**config.mk**
```make
export PLATFORM = sky130hd
export DESIGN_NAME = cp0_regfile_flat
export DESIGN_NICKNAME = d
export VERILOG_FILES = /design/src/rtl/cp0_regfile_pkg.sv /design/src/rtl/cp0_regfile_if.sv /design/src/rtl/cp0_regfile_timer.sv /design/src/rtl/cp0_regfile.sv /design/src/flat_wrapper.sv
export SDC_FILE = /design/constraint.sdc
export NUM_CORES = 1
export LEC_CHECK = 0
export CORE_MARGIN = 4
export CORE_UTILIZATION = 45
export DETAILED_ROUTE_END_ITERATION = 12
export GPL_TIMING_DRIVEN = 0
export HOLD_SLACK_MARGIN = 0.15
export PLACE_DENSITY = 0.76
export SLEW_MARGIN = 20
export SYNTH_ARGS = -nofsm -noshare
export SYNTH_HDL_FRONTEND = slang
export SYNTH_HIERARCHICAL = 1
export SYNTH_SLANG_ARGS = --single-unit
```
**constraint.sdc**
```tcl
create_clock -name clk -period 2.5 [get_ports clk]
set_input_delay 0.375 -clock clk [delete_from_list [all_inputs] [get_ports clk]]
set_output_delay 0.375 -clock clk [all_outputs]
set_load 0.01 [all_outputs]
```
**src/rtl/cp0_regfile_pkg.sv**
```systemverilog
// Shared CP0 constants: register numbers, writable-field masks, bit positions
// and exception codes used by the CP0 register file and its timer.
package cp0_regfile_pkg;

  localparam int CP0_REG_W = 5;

  localparam logic [CP0_REG_W-1:0] CP0_REG_COUNT   = 5'd9;
  localparam logic [CP0_REG_W-1:0] CP0_REG_COMPARE = 5'd11;
  localparam logic [CP0_REG_W-1:0] CP0_REG_STATUS  = 5'd12;
  localparam logic [CP0_REG_W-1:0] CP0_REG_CAUSE   = 5'd13;
  localparam logic [CP0_REG_W-1:0] CP0_REG_EPC     = 5'd14;

  localparam logic REG_WB = 1'b1;

  localparam logic [31:0] STATUS_WMASK = 32'h0000_FF03;
  localparam logic [31:0] CAUSE_WMASK  = 32'h00C0_0300;

  localparam int STATUS_EXL      = 1;
  localparam int CAUSE_BD        = 31;
  localparam int CAUSE_EXC_LSB   = 2;
  localparam int CAUSE_IP_HW_LSB = 10;

  typedef enum logic [4:0] {
    EXC_INT  = 5'h00,
    EXC_ADEL = 5'h04,
    EXC_ADES = 5'h05,
    EXC_SYS  = 5'h08,
    EXC_BP   = 5'h09,
    EXC_RI   = 5'h0A,
    EXC_OV   = 5'h0C
  } exc_code_e;

  // Merge software-writable bits of new_val into old_val.
  function automatic logic [31:0] apply_wmask(input logic [31:0] old_val,
                                              input logic [31:0] new_val,
                                              input logic [31:0] mask);
    return (old_val & ~mask) | (new_val & mask);
  endfunction

endpackage

```
**src/rtl/cp0_regfile_if.sv**
```systemverilog
// Pipeline-side bundle of the CP0 register file: MTC0 write, MFC0 read,
// exception/ERET commit, hardware interrupts and the exported CP0 state.
interface cp0_regfile_if #(
  parameter int DATA_WIDTH   = 32,
  parameter int ADDR_WIDTH   = 16,
  parameter int HW_INT_WIDTH = 6
);
  import cp0_regfile_pkg::*;

  logic                    wb_cp0;
  logic [CP0_REG_W-1:0]    wb_cp0_write_addr;
  logic [DATA_WIDTH-1:0]   wb_cp0_write;
  logic [CP0_REG_W-1:0]    rd_addr;
  logic [DATA_WIDTH-1:0]   rd_data;
  logic [HW_INT_WIDTH-1:0] hw_int;
  logic                    exc_valid;
  logic [4:0]              exc_code;
  logic [ADDR_WIDTH-1:0]   exc_epc;
  logic                    exc_in_delay_slot;
  logic                    eret;
  logic [DATA_WIDTH-1:0]   cp0_status;
  logic [DATA_WIDTH-1:0]   cp0_cause;
  logic [ADDR_WIDTH-1:0]   cp0_epc;
  logic                    timer_int;

  modport master (
    output wb_cp0, wb_cp0_write_addr, wb_cp0_write, rd_addr, hw_int,
           exc_valid, exc_code, exc_epc, exc_in_delay_slot, eret,
    input  rd_data, cp0_status, cp0_cause, cp0_epc, timer_int
  );

  modport slave (
    input  wb_cp0, wb_cp0_write_addr, wb_cp0_write, rd_addr, hw_int,
           exc_valid, exc_code, exc_epc, exc_in_delay_slot, eret,
    output rd_data, cp0_status, cp0_cause, cp0_epc, timer_int
  );

endinterface

```
**src/rtl/cp0_regfile_timer.sv**
```systemverilog
// CP0 Count/Compare timer: free-running Count, Compare, and a sticky
// timer_int flag that only a Compare write clears.
module cp0_regfile_timer #(
  parameter int DATA_WIDTH = 32
) (
  input  logic                  clk,
  input  logic                  rst_n,
  input  logic                  count_we_i,
  input  logic                  compare_we_i,
  input  logic [DATA_WIDTH-1:0] wdata_i,
  output logic [DATA_WIDTH-1:0] count_o,
  output logic [DATA_WIDTH-1:0] compare_o,
  output logic                  timer_int_o
);

  logic [DATA_WIDTH-1:0] count_q, count_d;
  logic [DATA_WIDTH-1:0] compare_q, compare_d;
  logic                  timer_int_q, timer_int_d;

  // Next-state: Compare==0 disables the match; a Compare write beats a match.
  always_comb begin
    count_d     = count_q + {{(DATA_WIDTH-1){1'b0}}, 1'b1};
    compare_d   = compare_q;
    timer_int_d = timer_int_q;
    if (count_we_i) begin
      count_d = wdata_i;
    end else begin
      count_d = count_q + {{(DATA_WIDTH-1){1'b0}}, 1'b1};
    end
    if (compare_we_i) begin
      compare_d   = wdata_i;
      timer_int_d = 1'b0;
    end else if ((count_q == compare_q) && (compare_q != {DATA_WIDTH{1'b0}})) begin
      timer_int_d = 1'b1;
    end else begin
      timer_int_d = timer_int_q;
    end
  end

  // Timer state registers with synchronous reset.
  always_ff @(posedge clk) begin
    if (!rst_n) begin
      count_q     <= {DATA_WIDTH{1'b0}};
      compare_q   <= {DATA_WIDTH{1'b0}};
      timer_int_q <= 1'b0;
    end else begin
      count_q     <= count_d;
      compare_q   <= compare_d;
      timer_int_q <= timer_int_d;
    end
  end

  assign count_o     = count_q;
  assign compare_o   = compare_q;
  assign timer_int_o = timer_int_q;

endmodule

```
**src/rtl/cp0_regfile.sv**
```systemverilog
// CP0 register file: Status/Cause/EPC with MTC0, exception entry and ERET
// commit, hardware interrupt sampling, MFC0 read mux, and the Count/Compare timer.
module cp0_regfile
  import cp0_regfile_pkg::*;
#(
  parameter int DATA_WIDTH   = 32,
  parameter int ADDR_WIDTH   = 16,
  parameter int HW_INT_WIDTH = 6
) (
  input  logic         clk,
  input  logic         rst_n,
  cp0_regfile_if.slave bus
);

  localparam int CAUSE_IP_HW_MSB = CAUSE_IP_HW_LSB + HW_INT_WIDTH - 1;
  localparam logic [ADDR_WIDTH-1:0] EPC_DS_OFFSET = ADDR_WIDTH'(4);

  logic [HW_INT_WIDTH-1:0] hw_sync1_q, hw_sync2_q;
  logic [DATA_WIDTH-1:0]   status_q, status_d;
  logic [DATA_WIDTH-1:0]   cause_q, cause_d;
  logic [ADDR_WIDTH-1:0]   epc_q, epc_d;
  logic [DATA_WIDTH-1:0]   count_s, compare_s;
  logic                    timer_int_s;
  logic                    mtc0_s;
  logic [DATA_WIDTH-1:0]   rd_data_s;

  assign mtc0_s = (bus.wb_cp0 == REG_WB);

  cp0_regfile_timer #(.DATA_WIDTH(DATA_WIDTH)) u_timer (
    .clk          (clk),
    .rst_n        (rst_n),
    .count_we_i   (mtc0_s && (bus.wb_cp0_write_addr == CP0_REG_COUNT)),
    .compare_we_i (mtc0_s && (bus.wb_cp0_write_addr == CP0_REG_COMPARE)),
    .wdata_i      (bus.wb_cp0_write),
    .count_o      (count_s),
    .compare_o    (compare_s),
    .timer_int_o  (timer_int_s)
  );

  // Next-state: MTC0 first, then exception/ERET override the fields they own.
  always_comb begin
    status_d = status_q;
    cause_d  = cause_q;
    epc_d    = epc_q;
    cause_d[CAUSE_IP_HW_MSB:CAUSE_IP_HW_LSB] = hw_sync2_q;
    cause_d[CAUSE_IP_HW_MSB] = hw_sync2_q[HW_INT_WIDTH-1] | timer_int_s;
    if (mtc0_s) begin
      case (bus.wb_cp0_write_addr)
        CP0_REG_STATUS: status_d = apply_wmask(status_q, bus.wb_cp0_write, STATUS_WMASK);
        CP0_REG_CAUSE:  cause_d  = apply_wmask(cause_d, bus.wb_cp0_write, CAUSE_WMASK);
        CP0_REG_EPC:    epc_d    = bus.wb_cp0_write[ADDR_WIDTH-1:0];
        default: begin
          status_d = status_q;
        end
      endcase
    end else begin
      status_d = status_q;
    end
    if (bus.exc_valid) begin
      epc_d = epc_q;
      if (!status_q[STATUS_EXL]) begin
        epc_d = bus.exc_in_delay_slot ? (bus.exc_epc - EPC_DS_OFFSET) : bus.exc_epc;
        cause_d[CAUSE_BD] = bus.exc_in_delay_slot;
      end else begin
        cause_d[CAUSE_BD] = cause_q[CAUSE_BD];
      end
      cause_d[CAUSE_EXC_LSB +: 5] = bus.exc_code;
      status_d[STATUS_EXL]        = 1'b1;
    end else if (bus.eret) begin
      status_d[STATUS_EXL] = 1'b0;
    end else begin
      cause_d[CAUSE_BD] = cause_q[CAUSE_BD];
    end
  end

  // Architectural CP0 registers and the two-flop interrupt synchronizer.
  always_ff @(posedge clk) begin
    if (!rst_n) begin
      hw_sync1_q <= {HW_INT_WIDTH{1'b0}};
      hw_sync2_q <= {HW_INT_WIDTH{1'b0}};
      status_q   <= {DATA_WIDTH{1'b0}};
      cause_q    <= {DATA_WIDTH{1'b0}};
      epc_q      <= {ADDR_WIDTH{1'b0}};
    end else begin
      hw_sync1_q <= bus.hw_int;
      hw_sync2_q <= hw_sync1_q;
      status_q   <= status_d;
      cause_q    <= cause_d;
      epc_q      <= epc_d;
    end
  end

  // MFC0 read mux on current register state.
  always_comb begin
    rd_data_s = {DATA_WIDTH{1'b0}};
    case (bus.rd_addr)
      CP0_REG_COUNT:   rd_data_s = count_s;
      CP0_REG_COMPARE: rd_data_s = compare_s;
      CP0_REG_STATUS:  rd_data_s = status_q;
      CP0_REG_CAUSE:   rd_data_s = cause_q;
      CP0_REG_EPC:     rd_data_s = {{(DATA_WIDTH-ADDR_WIDTH){1'b0}}, epc_q};
      default:         rd_data_s = {DATA_WIDTH{1'b0}};
    endcase
  end

  assign bus.rd_data    = rd_data_s;
  assign bus.cp0_status = status_q;
  assign bus.cp0_cause  = cause_q;
  assign bus.cp0_epc    = epc_q;
  assign bus.timer_int  = timer_int_s;

endmodule

```
**src/flat_wrapper.sv**
```systemverilog
// flat-port wrapper written by rule: the top's interface ports become plain ports
module cp0_regfile_flat import cp0_regfile_pkg::*;
#(
  parameter int DATA_WIDTH   = 32,
  parameter int ADDR_WIDTH   = 16,
  parameter int HW_INT_WIDTH = 6
)
  (clk, rst_n, bus_wb_cp0, bus_wb_cp0_write_addr, bus_wb_cp0_write, bus_rd_addr, bus_hw_int, bus_exc_valid, bus_exc_code, bus_exc_epc, bus_exc_in_delay_slot, bus_eret, bus_rd_data, bus_cp0_status, bus_cp0_cause, bus_cp0_epc, bus_timer_int);
  cp0_regfile_if #(.DATA_WIDTH(DATA_WIDTH), .ADDR_WIDTH(ADDR_WIDTH), .HW_INT_WIDTH(HW_INT_WIDTH)) bus_i ();
  input  logic clk;
  input  logic rst_n;
  input wire logic [$bits(bus_i.wb_cp0)-1:0] bus_wb_cp0;
  input wire logic [$bits(bus_i.wb_cp0_write_addr)-1:0] bus_wb_cp0_write_addr;
  input wire logic [$bits(bus_i.wb_cp0_write)-1:0] bus_wb_cp0_write;
  input wire logic [$bits(bus_i.rd_addr)-1:0] bus_rd_addr;
  input wire logic [$bits(bus_i.hw_int)-1:0] bus_hw_int;
  input wire logic [$bits(bus_i.exc_valid)-1:0] bus_exc_valid;
  input wire logic [$bits(bus_i.exc_code)-1:0] bus_exc_code;
  input wire logic [$bits(bus_i.exc_epc)-1:0] bus_exc_epc;
  input wire logic [$bits(bus_i.exc_in_delay_slot)-1:0] bus_exc_in_delay_slot;
  input wire logic [$bits(bus_i.eret)-1:0] bus_eret;
  output wire logic [$bits(bus_i.rd_data)-1:0] bus_rd_data;
  output wire logic [$bits(bus_i.cp0_status)-1:0] bus_cp0_status;
  output wire logic [$bits(bus_i.cp0_cause)-1:0] bus_cp0_cause;
  output wire logic [$bits(bus_i.cp0_epc)-1:0] bus_cp0_epc;
  output wire logic [$bits(bus_i.timer_int)-1:0] bus_timer_int;
  assign bus_i.wb_cp0 = bus_wb_cp0;
  assign bus_i.wb_cp0_write_addr = bus_wb_cp0_write_addr;
  assign bus_i.wb_cp0_write = bus_wb_cp0_write;
  assign bus_i.rd_addr = bus_rd_addr;
  assign bus_i.hw_int = bus_hw_int;
  assign bus_i.exc_valid = bus_exc_valid;
  assign bus_i.exc_code = bus_exc_code;
  assign bus_i.exc_epc = bus_exc_epc;
  assign bus_i.exc_in_delay_slot = bus_exc_in_delay_slot;
  assign bus_i.eret = bus_eret;
  assign bus_rd_data = bus_i.rd_data;
  assign bus_cp0_status = bus_i.cp0_status;
  assign bus_cp0_cause = bus_i.cp0_cause;
  assign bus_cp0_epc = bus_i.cp0_epc;
  assign bus_timer_int = bus_i.timer_int;
  cp0_regfile #(.DATA_WIDTH(DATA_WIDTH), .ADDR_WIDTH(ADDR_WIDTH), .HW_INT_WIDTH(HW_INT_WIDTH)) u_core (.clk(clk), .rst_n(rst_n), .bus(bus_i));
endmodule
```
==> key figures, run 1 <==
Status
  • Status: completed

Routing
  • Starting DRT DRC Count: 808
  • Vias/cell: 5.58
  • Routed Antenna Nets: 0
  • First-pass DRT Iterations: 6
  • DRC viols: 0
  • Via count: 6331
  • Total Routed Length: approximately 23000 um
  • WL/cell: about 20 um

Setup path
  • Largest delay share family, worst path: buffers and inverters
  • Setup crit start kind: primary input
  • Crit-path cells: clkdlybuf4s15_1 > nor4bb_4 > nor2b_4 > buf_4 > buf_8 > o2bb2ai_1 > a221o_1 > clkdlybuf4s15_1
  • Reg2reg start: u_core/u_timer/count_o[0]
  • CP most frequent cell: clkdlybuf4s15_1
  • Reg-to-reg endpoint: u_core/u_timer/count_o[30]
  • Crit end category: output port
  • CP max stage delay: 0.33 ns
  • Bufs and invs on worst path: 4
  • Reg2reg path depth: 6
  • Worst reg2reg setup slack: 0.28 ns
  • Critical path required time: 2.12 ns
  • Critical setup path kind: primary input to output port
  • CP max FO: 6
  • CP max stage cell: nor4bb_4
  • Worst Setup SP: bus_rd_addr[4]
  • Crit path DAT: roughly 2.1 ns

Finish
  • Proportion of layout cells with a drive suffix above 1: 0.137
  • Utilization after layout: 0.636
  • Total Nets Final: approximately 1000
  • N_diodes: 0
  • # fillers: 1244
  • Layout area overhead: 39.2%

CTS
  • Worst skew pair latency: approximately 0.42 ns
  • Sink Count: 119
  • H-tree levels: 4
  • Total CTS buffers: 17
  • Clk slew on worst S/H paths: 0.05 ns
  • CTS root buf: clkbuf_16
  • CTS tree: yes
  • Hold-fix buffers at CTS: 0
  • Clk buf depth: 2

Pwr
  • Clock power share: 0.496
  • Sw Pwr: around 1.3 mW
  • Worst ir drop on vdd: 0.000497 V
  • Sequential Power Share: 0.384
  • Combinational power share: 0.120
  • Internal power: just under 4 mW
  • Power per cell area: between 500 and 600 nW/um^2
  • Sw frac: 0.247
  • Static leakage: approximately 3.8 nW

Timing
  • Endpoints failing hold: 0
  • Slew HR: 0.517
  • Slew @ Worst Pin: 0.724 ns
  • RSZ-0062 raised after global routing: no
  • Final Skew: around 0.0059 ns
  • Min Tclk post-route: 2.46 ns
  • Period utilisation layout: 0.985
  • # setup viols final: 0
  • Maximum clock rate: ~410 MHz
  • Final worst-path setup slack: 0.0385 ns
  • Fin. max-slew vios: 0

Logic synthesis
  • Yosys top cell by area: dfxtp_1
  • EDFF count, synth: 0
  • Synth unique cells: 62
  • Synth Area in XOR/XNOR: 0.0847
  • Mapped Area: 6620 um^2
  • Syn Area/Cell: between 9 and 10 um^2
  • Mux cell area share after synthesis: 0.104
  • Compound-Gate Fraction of Synth Area: 0.144
  • Flops & latches, synth: 119
  • Synth cell count leaders: 119 x dfxtp_1, 69 x mux2i_1, 49 x nand2_1, 39 x buf_4, 36 x xnor2_1
  • Simple-gate share of the synthesized area: 0.221
  • Ys Warns: 6
  • Top cells by area, synth: dfxtp_1 36%, mux2i_1 10%, xnor2_1 4.8%, buf_4 4.4%, xor2_1 3.7%
  • Cells after Synth: approximately 730
  • Register area share after synthesis: 0.360
  • Top_reg_cell synth: dfxtp_1
  • Most frequent cell after synthesis: dfxtp_1
  • Largest family of logic cells by synthesized area: simple AND/OR/NAND/NOR gates
  • Post-synth ARST share: 0
  • Top-area cell type share of the netlist area: 0.360
  • Post-Synth Adder-Cell Area: 0.00378

Global route
  • Vias in the first global route: around 6000
  • GRT Overall Usage: 0.265
  • First-pass GRT wire length: 33800 um
  • Total global routing overflow: 0
  • Largest net degree at the start of global routing: 17
  • Initial antenna violation count: 0

Placed design
  • Post-DP HPWL: 16800 um
  • Input/output buffers: around 150
  • GP Congestion: around 0.92
  • DP Worst Slack: -1.16 ns

Hold path
  • Min-Delay Path Class: primary input to flip-flop
  • Hold Path Cell Cnt: 3
  • HP Start: bus_exc_in_delay_slot
  • WHS Endpoint: u_core/bus.cp0_cause[31]

Die
  • Core ar.: about 14000 um^2
  • Die ar.: between 15000 and 20000 um^2
  • Initial Utilization: 0.457
  • # rows: 44
  • Die Wd: 129 um
  • Die height: around 130 um
  • I/O Pins: ~190

Flow run
  • Max-Cap Viols: 0
## flip-flops by register name, summed over array words and instances (netlist names)
signal	flops
u_core/bus.cp0_cause	16
u_core/bus.cp0_epc	16
u_core/bus.cp0_status	10
u_core/hw_sync1_q	6
u_core/hw_sync2_q	6
u_core/u_timer/compare_o	32
u_core/u_timer/count_o	32
u_core/u_timer/timer_int_o	1
## worst max path at each step
stage               depth (start not counted)  slack (ns)              end
floorplan                                   7        0.45   bus_rd_data[0]
global route                                8       0.009  bus_rd_data[14]
global placement                            9       -1.13   bus_rd_data[7]
detailed placement                          9       -1.16   bus_rd_data[7]
finish                                      8        0.04  bus_rd_data[14]
CTS                                         9       0.005  bus_rd_data[13]
## kinds of logic after synthesis
kind of cell               after synthesis
and+or+nand+nor                        249
AOI/OAI and AO/OA                      130
DFF                                    119
buffers and inverters                   99
muxes                                   69
xor gates and xnor gates                64
adders and majority gates                2
other                                    1
## power by group through the flow
stage | Sequential [mW] | Combinational (mW) | Clock, mW
finish | 2.02 | 0.628 | 2.61
global route | 2.02 | 0.672 | 2.70
CTS | 2.02 | 0.618 | 2.62
detailed placement | 2.06 | 0.603 | 0
global placement | 2.06 | 0.598 | 0
floorplan | 2.05 | 0.294 | 0
## per-layer routing
layer | part of all wire | routed length, um | vias to the layer above | global-route usage
met4 | 0.027 | 618 | 0 | 0.0933
met2 | 0.46 | 10300 | 378 | 0.417
met3 | 0.12 | 2600 | 50 | 0.0787
li1 | - | - | 2965 | -
met5 | 0 | 0 | - | 0
met1 | 0.40 | 9010 | 2938 | 0.348
## worst reg2reg max path, delay by kind of cell (launching register included)
kind | cells | cell delay, ns
AOI/OAI and AO/OA | 1 | 0.09
xor gates and xnor gates | 1 | 0.23
adders and majority gates | 1 | 0.23
DFF | 1 | 0.45
and+or+nand+nor | 3 | 1.09
## per-stage QoR
stage | instance area (um^2) | total power, mW | cells | setup TNS [ns] | hold WS [ns]
floorplan | 6760 | 2.34 | 770 | 0 | 0.411
global placement | 8470 | 2.66 | 1102 | -37.87 | 0.413
detailed placement | 8470 | 2.66 | 1102 | -39.49 | 0.418
CTS | 9230 | 5.26 | 1133 | 0 | 0.250
global route | 9210 | 5.40 | 1135 | 0 | 0.289
finish | 9210 | 5.26 | 1135 | 0 | 0.263
## layout make-up
cell class                      count  area (um^2)  area share
Clock buffer                       18          429      0.0466
Buffer                             80          553      0.0600
Clock inverter                     14          199      0.0216
Timing Repair Buffer              154         1480       0.161
Sequential cell                   119         2380       0.259
Multi-Input combinational cell    552         3880       0.422
Tap cell                          184          230      0.0250
Inverter                           14         52.6     0.00570
## cell usage in the layout, fill, tap and decap left out, types with 9 or more instances in the layout
cell,synthesis,routed
xnor2_1,36,36
and3_1,13,12
nor4_1,16,16
conb_1,1,38
buf_4,39,45
clkbuf_1,31,23
a21oi_1,25,25
nand4_1,17,17
xor2_1,28,28
mux2i_1,69,69
nand2_1,49,49
o21ai_0,32,32
o2bb2ai_1,9,9
nor2_1,32,31
clkbuf_16,0,18
nand2b_1,9,9
and2_1,25,24
nand3_1,10,10
clkdlybuf4s50_1,0,111
inv_1,13,13
nor2b_1,35,34
a222oi_1,11,11
dfxtp_1,119,119
dlygate4sd2_1,0,21
a22o_1,13,13
## repair_timing
item                       CTS  global route
resized for setup           83            16
cloned                       1             0
pin swaps                   12             2
setup buffers                1             4
setup endpoints to repair   32            19
Note: power is estimated with default switching activity, not from simulation.
==> run 2: changes to the inputs <==
- CORE_MARGIN: 4 -> 2
- CORE_UTILIZATION: 45 -> 49
- PLACE_DENSITY: 0.76 -> 0.82
- TNS_END_PERCENT: not set -> 5
==> key figures, run 2 (synthesis results as in run 1) <==
Global route
  • GRT Overall Usage: 0.302
  • First-pass GRT wire length: 33500 um
  • Total global routing overflow: 0
  • Largest net degree at the start of global routing: 17
  • Vias in the first global route: 6141
  • Initial antenna violation count: 0

Timing
  • Final hold slack: between 0.2 and 0.3 ns
  • RSZ-0062 raised after global routing: yes
  • Slew @ Worst Pin: 0.685 ns
  • Final worst-path setup slack: -0.00127 ns
  • Slew HR: 0.542
  • # setup viols final: 1
  • Fin. max-slew vios: 0
  • Final Skew: ~0.0070 ns
  • Endpoints failing hold: 0
  • Min Tclk post-route: 2.50 ns
  • Period utilisation layout: 1.00
  • Maximum clock rate: approximately 400 MHz

Die
  • # rows: 42
  • Die height: 120 um
  • I/O Pins: between 150 and 200
  • Core ar.: around 13000 um^2
  • Die Wd: around 120 um
  • Die ar.: 14500 um^2
  • Initial Utilization: 0.502

Hold path
  • WHS Endpoint: u_core/bus.cp0_cause[31]
  • Min-Delay Path Class: primary input to flip-flop
  • Hold Path Cell Cnt: 3
  • HP Start: bus_exc_in_delay_slot

Pwr
  • Combinational power share: 0.124
  • Clock power share: 0.477
  • Worst ir drop on vdd: 0.000382 V
  • Power per cell area: 553 nW/um^2
  • Internal power: 3.79 mW
  • Sw Pwr: 1.27 mW
  • Sequential Power Share: 0.399
  • Sw frac: 0.250
  • Static leakage: around 3.8 nW

Routing
  • Starting DRT DRC Count: 677
  • Total Routed Length: 21800 um
  • Routed Antenna Nets: 0
  • WL/cell: 19.4 um
  • Via count: 6452
  • Vias/cell: 5.72
  • DRC viols: 0
  • First-pass DRT Iterations: 6

Finish
  • N_diodes: 0
  • Most common cell after layout, fill and taps aside: dfxtp_1
  • Non-Filler Instances: 1127
  • Total Nets Final: 1015
  • # fillers: approximately 1100
  • Footprint of the multi-input gates: 3890 um^2
  • Reg area: approximately 2400 um^2
  • Layout area overhead: 38.2%
  • Most frequent cells in the layout: 119 x dfxtp_1, 112 x clkdlybuf4s50_1, 69 x mux2i_1, 49 x nand2_1, 43 x buf_4
  • Proportion of layout cells with a drive suffix above 1: 0.135

CTS
  • Clk buf depth: 2
  • Total CTS buffers: 17
  • Clk slew on worst S/H paths: ~0.06 ns
  • Sink Count: 119
  • Hold-fix buffers at CTS: 0
  • CTS root buf: clkbuf_16
  • Worst skew pair latency: ~0.43 ns
  • H-tree levels: 4
  • CTS tree: yes

Setup path
  • Setup crit start kind: primary input
  • Worst reg2reg setup slack: approximately 0.35 ns
  • CP max FO: 10
  • Crit path DAT: 2.13 ns
  • Crit end category: output port
  • Reg-to-reg endpoint: u_core/u_timer/count_o[22]
  • Reg2reg start: u_core/u_timer/count_o[0]
  • Critical path required time: 2.12 ns
  • Critical setup path kind: primary input to output port
  • Reg2reg path depth: 6

Placed design
  • Input/output buffers: 148
  • Post-DP HPWL: 15800 um
  • Placed cells: 1094
  • GP Congestion: between 0.9 and 1

Status
  • Status: finished, violations left
  • Failing checks: setup timing

Flow run
  • Max-Cap Viols: 0
run 2: power groups by stage:
stage | clock network (mW) | registers, mW | logic [mW]
6_report | 2.41 | 2.02 | 0.625
5_1_grt | 2.53 | 2.02 | 0.664
4_1_cts | 2.42 | 2.02 | 0.611
3_5_place_dp | 0 | 2.06 | 0.594
3_3_place_gp | 0 | 2.06 | 0.590
2_1_floorplan | 0 | 2.05 | 0.294
run 2: worst max path at each step:
stage / startpoint / end
global route: bus_rd_addr[1] / bus_rd_data[5]
floorplan: bus_rd_addr[0] / bus_rd_data[0]
global placement: bus_rd_addr[0] / bus_rd_data[1]
detailed placement: bus_rd_addr[0] / bus_rd_data[1]
finish: bus_rd_addr[1] / bus_rd_data[5]
CTS: bus_rd_addr[1] / bus_rd_data[31]
run 2: metrics by stage:
step / cell area [um^2] / util / TNS, ns / setup slack [ns] / power (mW)
floorplan: 6760 / - / 0 / 0.448 / 2.34
global placement: 8460 / 0.641 / -37.02 / -1.10 / 2.65
detailed placement: 8460 / 0.641 / -37.15 / -1.14 / 2.65
CTS: 9130 / 0.692 / 0 / 0.00929 / 5.05
global route: 9150 / 0.694 / -0.112 / -0.0583 / 5.21
finish: 9150 / 0.694 / -0.00127 / -0.00127 / 5.06
run 2: layout make-up:
type                    instances  area share
repair buffers                152       0.159
well taps                     176      0.0241
multi-input cells             552       0.425
plain buffers                  82      0.0610
clock buffers                  20      0.0499
flip-flops and latches        119       0.260
inverters                      14     0.00574
clock inverters                12      0.0139
run 2: worst max-delay path, stage by stage:
cell and delay [ns]:
clkdlybuf4s50_1 0.51, and2_4 0.23, buf_2 0.19, a222oi_1 0.43
nand2_1 0.09, dlygate4sd2_1 0.30
run 2: repair_timing:
| item | 4_1_cts | 5_1_grt |
|---|---|---|
| pin swaps | 12 | 5 |
| setup buffers | 2 | 2 |
| resized for setup | 80 | 8 |
| setup endpoints to repair | 32 | 15 |
run 2: routing by layer:
layer,wire length [um],part of all wire,global-route usage
met3,2090,0.096,0.0797
met1,9000,0.41,0.394
met4,875,0.040,0.141
met2,9850,0.45,0.465
met5,0,0,0
